### src/rtl/systolic_pkg.sv
// Shared definitions for the 3x3 systolic multiplier and its result drain:
// element width, burst length, index width and the drain state encoding.
package systolic_pkg;

  localparam int DATA_W = 16;
  localparam int N_ELEM = 9;
  localparam int IDX_W  = 4;

  // Index of the final element of a burst (C[2][2])
  localparam logic [IDX_W-1:0] LAST_IDX = IDX_W'(N_ELEM - 1);

  typedef enum logic {
    IDLE = 1'b0,
    SEND = 1'b1
  } state_t;

endpackage

### src/rtl/rise_detect.sv
// Registered 1-bit rising-edge detector. The delayed copy of the input is
// cleared by reset, so an input that is already high when reset is released
// shows up as one rising edge on the first cycle out of reset.
module rise_detect (
  input  logic clk,
  input  logic rst,
  input  logic sig_i,
  output logic rise_o
);

  logic sig_q;

  // Keep a one-cycle delayed copy of the input so the edge can be compared against it
  always_ff @(posedge clk) begin
    if (rst) begin
      sig_q <= 1'b0;
    end else begin
      sig_q <= sig_i;
    end
  end

  assign rise_o = sig_i & ~sig_q;

endmodule

### src/rtl/systolic_result_drain.sv
// Result drain for the 3x3 systolic multiplier. Nine products are captured
// on the rising edge of done_i and streamed out row-major, one element per
// valid/ready transfer. A done edge that arrives while a burst is still
// draining is dropped and remembered in the sticky overrun flag. The only
// exception is a done edge on the final transfer, which reloads the buffer
// and starts the next burst without a gap.
module systolic_result_drain
  import systolic_pkg::*;
(
  input  logic              clk,
  input  logic              rst,
  input  logic              done_i,
  input  logic [DATA_W-1:0] c1_i,
  input  logic [DATA_W-1:0] c2_i,
  input  logic [DATA_W-1:0] c3_i,
  input  logic [DATA_W-1:0] c4_i,
  input  logic [DATA_W-1:0] c5_i,
  input  logic [DATA_W-1:0] c6_i,
  input  logic [DATA_W-1:0] c7_i,
  input  logic [DATA_W-1:0] c8_i,
  input  logic [DATA_W-1:0] c9_i,
  input  logic              out_ready_i,
  output logic              out_valid_o,
  output logic [DATA_W-1:0] out_data_o,
  output logic [IDX_W-1:0]  out_idx_o,
  output logic              out_last_o,
  output logic              busy_o,
  output logic              overrun_o
);

  state_t            state_q, state_d;
  logic [IDX_W-1:0]  idx_q, idx_d;
  logic              overrun_q, overrun_d;
  logic [DATA_W-1:0] buf_q [N_ELEM];
  logic [DATA_W-1:0] in_vec [N_ELEM];
  logic              done_rise;
  logic              xfer;
  logic              at_last;
  logic              load;

  assign in_vec[0] = c1_i;
  assign in_vec[1] = c2_i;
  assign in_vec[2] = c3_i;
  assign in_vec[3] = c4_i;
  assign in_vec[4] = c5_i;
  assign in_vec[5] = c6_i;
  assign in_vec[6] = c7_i;
  assign in_vec[7] = c8_i;
  assign in_vec[8] = c9_i;

  rise_detect u_done_rise (
    .clk    (clk),
    .rst    (rst),
    .sig_i  (done_i),
    .rise_o (done_rise)
  );

  assign xfer    = (state_q == SEND) & out_ready_i;
  assign at_last = (idx_q == LAST_IDX);

  // Next-state logic: decide whether to capture, advance the index, finish the burst or flag an overrun
  always_comb begin
    state_d   = state_q;
    idx_d     = idx_q;
    overrun_d = overrun_q;
    load      = 1'b0;
    case (state_q)
      IDLE: begin
        if (done_rise) begin
          load    = 1'b1;
          idx_d   = '0;
          state_d = SEND;
        end
      end
      SEND: begin
        if (xfer) begin
          if (at_last) begin
            idx_d = '0;
            if (done_rise) begin
              load = 1'b1;
            end else begin
              state_d = IDLE;
            end
          end else begin
            idx_d = idx_q + 1'b1;
          end
        end
        if (done_rise && !(xfer && at_last)) begin
          overrun_d = 1'b1;
        end
      end
      default: begin
        state_d = IDLE;
      end
    endcase
  end

  // State, index, sticky overrun flag and capture buffer registers
  always_ff @(posedge clk) begin
    if (rst) begin
      state_q   <= IDLE;
      idx_q     <= '0;
      overrun_q <= 1'b0;
      for (int i = 0; i < N_ELEM; i++) begin
        buf_q[i] <= '0;
      end
    end else begin
      state_q   <= state_d;
      idx_q     <= idx_d;
      overrun_q <= overrun_d;
      if (load) begin
        for (int i = 0; i < N_ELEM; i++) begin
          buf_q[i] <= in_vec[i];
        end
      end
    end
  end

  assign out_valid_o = (state_q == SEND);
  assign busy_o      = (state_q == SEND);
  assign out_data_o  = out_valid_o ? buf_q[idx_q] : '0;
  assign out_idx_o   = idx_q;
  assign out_last_o  = out_valid_o & at_last;
  assign overrun_o   = overrun_q;

endmodule

### config.mk
export PLATFORM = sky130hd
export DESIGN_NAME = systolic_result_drain
export DESIGN_NICKNAME = d
export VERILOG_FILES = /design/src/rtl/systolic_pkg.sv /design/src/rtl/rise_detect.sv /design/src/rtl/systolic_result_drain.sv
export SDC_FILE = /design/constraint.sdc
export NUM_CORES = 1
export LEC_CHECK = 0
export CORE_UTILIZATION = 54
export CTS_CLUSTER_SIZE = 8
export DETAILED_ROUTE_END_ITERATION = 10
export PLACE_DENSITY = 0.87
export SETUP_SLACK_MARGIN = 0.05
export SKIP_CTS_REPAIR_TIMING = 1
export SLEW_MARGIN = 20
export SYNTH_ARGS = -nofsm -noshare
export SYNTH_HDL_FRONTEND = slang
export SYNTH_SLANG_ARGS = --single-unit
export TNS_END_PERCENT = 20
### constraint.sdc
create_clock -name clk -period 10.4 [get_ports clk]
set_input_delay 2.6 -clock clk [delete_from_list [all_inputs] [get_ports clk]]
set_output_delay 2.6 -clock clk [all_outputs]
set_load 0.01 [all_outputs]
==> flow_summary.ini <==
[outcome]
status = finished clean

[placement]
io_buffer_count = 171
dpl.hpwl_um = 10800
detailed_place.area_um2 = 8920
dp_slack_ns = 4.98
numPlacedInstances = 831
place.gp.congestion = 0.906

[clock_network]
cts.sinks = 155
numCtsBuffers = 17
clk_latency_ns = 0.42
cts-root-buf = clkbuf_16
htree_num_levels = 4
tritoncts = built
cts_max_path_buffers = 2
clkTransAtPathRegs_ns = 0.06

[power]
p_switching_mw = 0.302
switching_share_pct = 20.1
p_comb_share_pct = 10.0
pwr-share-seq_pct = 49.9
pwr-share-clk_pct = 40.1
cellPowerDensity_nw_per_um2 = 158
power.total_mw = 1.50
ir_drop_v = 0.000125
p_int_mw = 1.20
total_leakage_power_nw = 3.52

[setup_path]
crit_required_ns = 7.80
critPathCaptureType = primary output
path_class = reg2out
cp.arrival_ns = 3.03
critical_path.max_fanout = 42
critPathLaunchType = flop

[route]
antenna_left = 0
drtPass1Iterations = 5
dr.first_iter.drc_count = 336
wl_per_cell_um = 18.3
wl_um = 15800
num_vias = 4583
drc = 0
avgViaCountPerCell = 5.31

[logic_synthesis]
syn_area_um2 = 7170
synthArstFlopShare_pct = 0
synth_ff_type = edfxtp_1
yosysWarnings = 0
synth_area_leaders = edfxtp_1 60%, mux2_2 10%, and2_1 7.2%
syn_inst = 519
synth_nets = 669
synth_edf_count = 144
yosys.area.top_type = edfxtp_1
seq_area_frac_synth_pct = 63.4
ys_ff_latch = 155
syn_area_per_cell_um2 = 13.8
ys_types = 31
synth_top_area_share_pct = 60.3

[grt]
grt_pass1_wl_um = 23700
antenna_found_initial = 0
grt_pass1_vias = 4672
grt_remaining_overflow = 0
grt_max_degree = 145
grt_usage_pct = 24.4

[floorplan]
io_pins = 172
core_area_um2 = 12800
num_rows = 41
die_y_um = 117
start_util_pct = 56.2
chipWidth_um = 117
die_area_um2 = 13700

[final_layout]
drive_gt1_share_pct = 23.7
final_cells = 863
diodes = 0
fin_nets = 828
n_fill_cell = 795
layout_commonest_cell = clkdlybuf4s50_1
layout.cells.most_common_list = 171 x clkdlybuf4s50_1, 144 x edfxtp_1, 83 x and2_1, 64 x mux2_2, 63 x and2_2
areaGrowthSynthToFinish_pct = 32.4
final_area_um2 = 9500

[timing]
skew_ns = 0.00474
fmax_ghz = 0.178
finalWorstSetupSlack_ns = 4.77
rsz0062_at_grt = no
max_slew_margin_pct = 33.8
drv_slew = 0
fin_crit_sh_pct = 54.2
setup_violations = 0
tightest_slew_ns = 0.994
fin_crit_ns = 5.63
setup-tns-final_ns = 0
finalHoldViolCount = 0

[flow_run]
max-cap-violations = 0

[hold_path]
hold_class = reg2reg
[synthesized netlist by cell type, types with 2 or more instances]
cell type,count
edfxtp_1,144
and2_1,83
mux2_2,64
and2_2,63
a21oi_1,20
clkbuf_1,20
nand2_1,20
a31oi_1,17
a22oi_1,16
o21ai_0,16
dfxtp_1,11
buf_2,7
buf_8,6
inv_1,5
nand3_1,5
nor2b_1,4
nor2_1,3
ha_1,2
[power by group through the flow]
stage               Sequential [mW]  Combinational, mW  Clock, mW
floorplan                     0.755             0.0766          0
global placement              0.756              0.146          0
detailed placement            0.760              0.150          0
CTS                           0.749              0.152      0.605
global route                  0.752              0.162      0.632
finish                        0.748              0.151      0.601
[cell families after synthesis]
kind of cell               synth area share, %
AOI/OAI and AO/OA                         6.42
adders and majority gates                0.349
buffers and inverters                     3.37
DFF                                       63.4
muxes                                     10.0
and+or+nand+nor                           16.5
[critical path, cell delays in order, from the launching register on]
cell,delay (ns)
dfxtp_2,0.68
buf_4,0.58
mux2_2,0.40
a22oi_1,0.24
a31oi_1,0.17
clkdlybuf4s50_1,0.51
[worst paths after layout]
check	startpoint	endpoint	slack, ns	cells past startpoint
worst max register to register	out_idx_o[0]$_SDFFE_PP0P_	buf_q[2][4]$_SDFFCE_PN0P_	7.71	6
worst min register to register	overrun_o$_SDFFE_PP0P_	overrun_o$_SDFFE_PP0P_	0.50	2
worst max-delay path	flop	out_data_o[13]	4.77	5
worst min-delay path	overrun_o$_SDFFE_PP0P_	overrun_o$_SDFFE_PP0P_	0.50	2
[state kept, by name (all words and copies together), names as in the netlist, named ones only]
signal / count
out_idx_o: 4
buf_q: 144
overrun_o: 1
busy_o: 1
u_done_rise.sig_q: 1
[area by class of cell]
class / count / area (µm²) / share of cell area (%)
flip-flops and latches: 155 / 4550 / 47.9
multi-input cells: 323 / 2400 / 25.2
repair buffers: 176 / 1750 / 18.5
clock buffers: 22 / 444 / 4.68
well taps: 172 / 215 / 2.27
clock inverters: 10 / 124 / 1.30
inverters: 5 / 18.8 / 0.198
[per-stage QoR]
step	hold WS, ns	utilization (%)
floorplan	0.505	-
detailed placement	0.488	69.9
global placement	0.461	69.9
CTS	0.501	74.3
finish	0.504	74.4
global route	0.532	74.4
[layer usage]
layer | vias to the layer above | GRT usage [%] | part of all wire, %
met1 | 2165 | 27.3 | 37
met5 | - | 0 | 0
met4 | 0 | 10.2 | 2.0
li1 | 2193 | - | -
met2 | 198 | 45.1 | 55
met3 | 27 | 5.15 | 6.4
(Power assumes the default switching activity.)
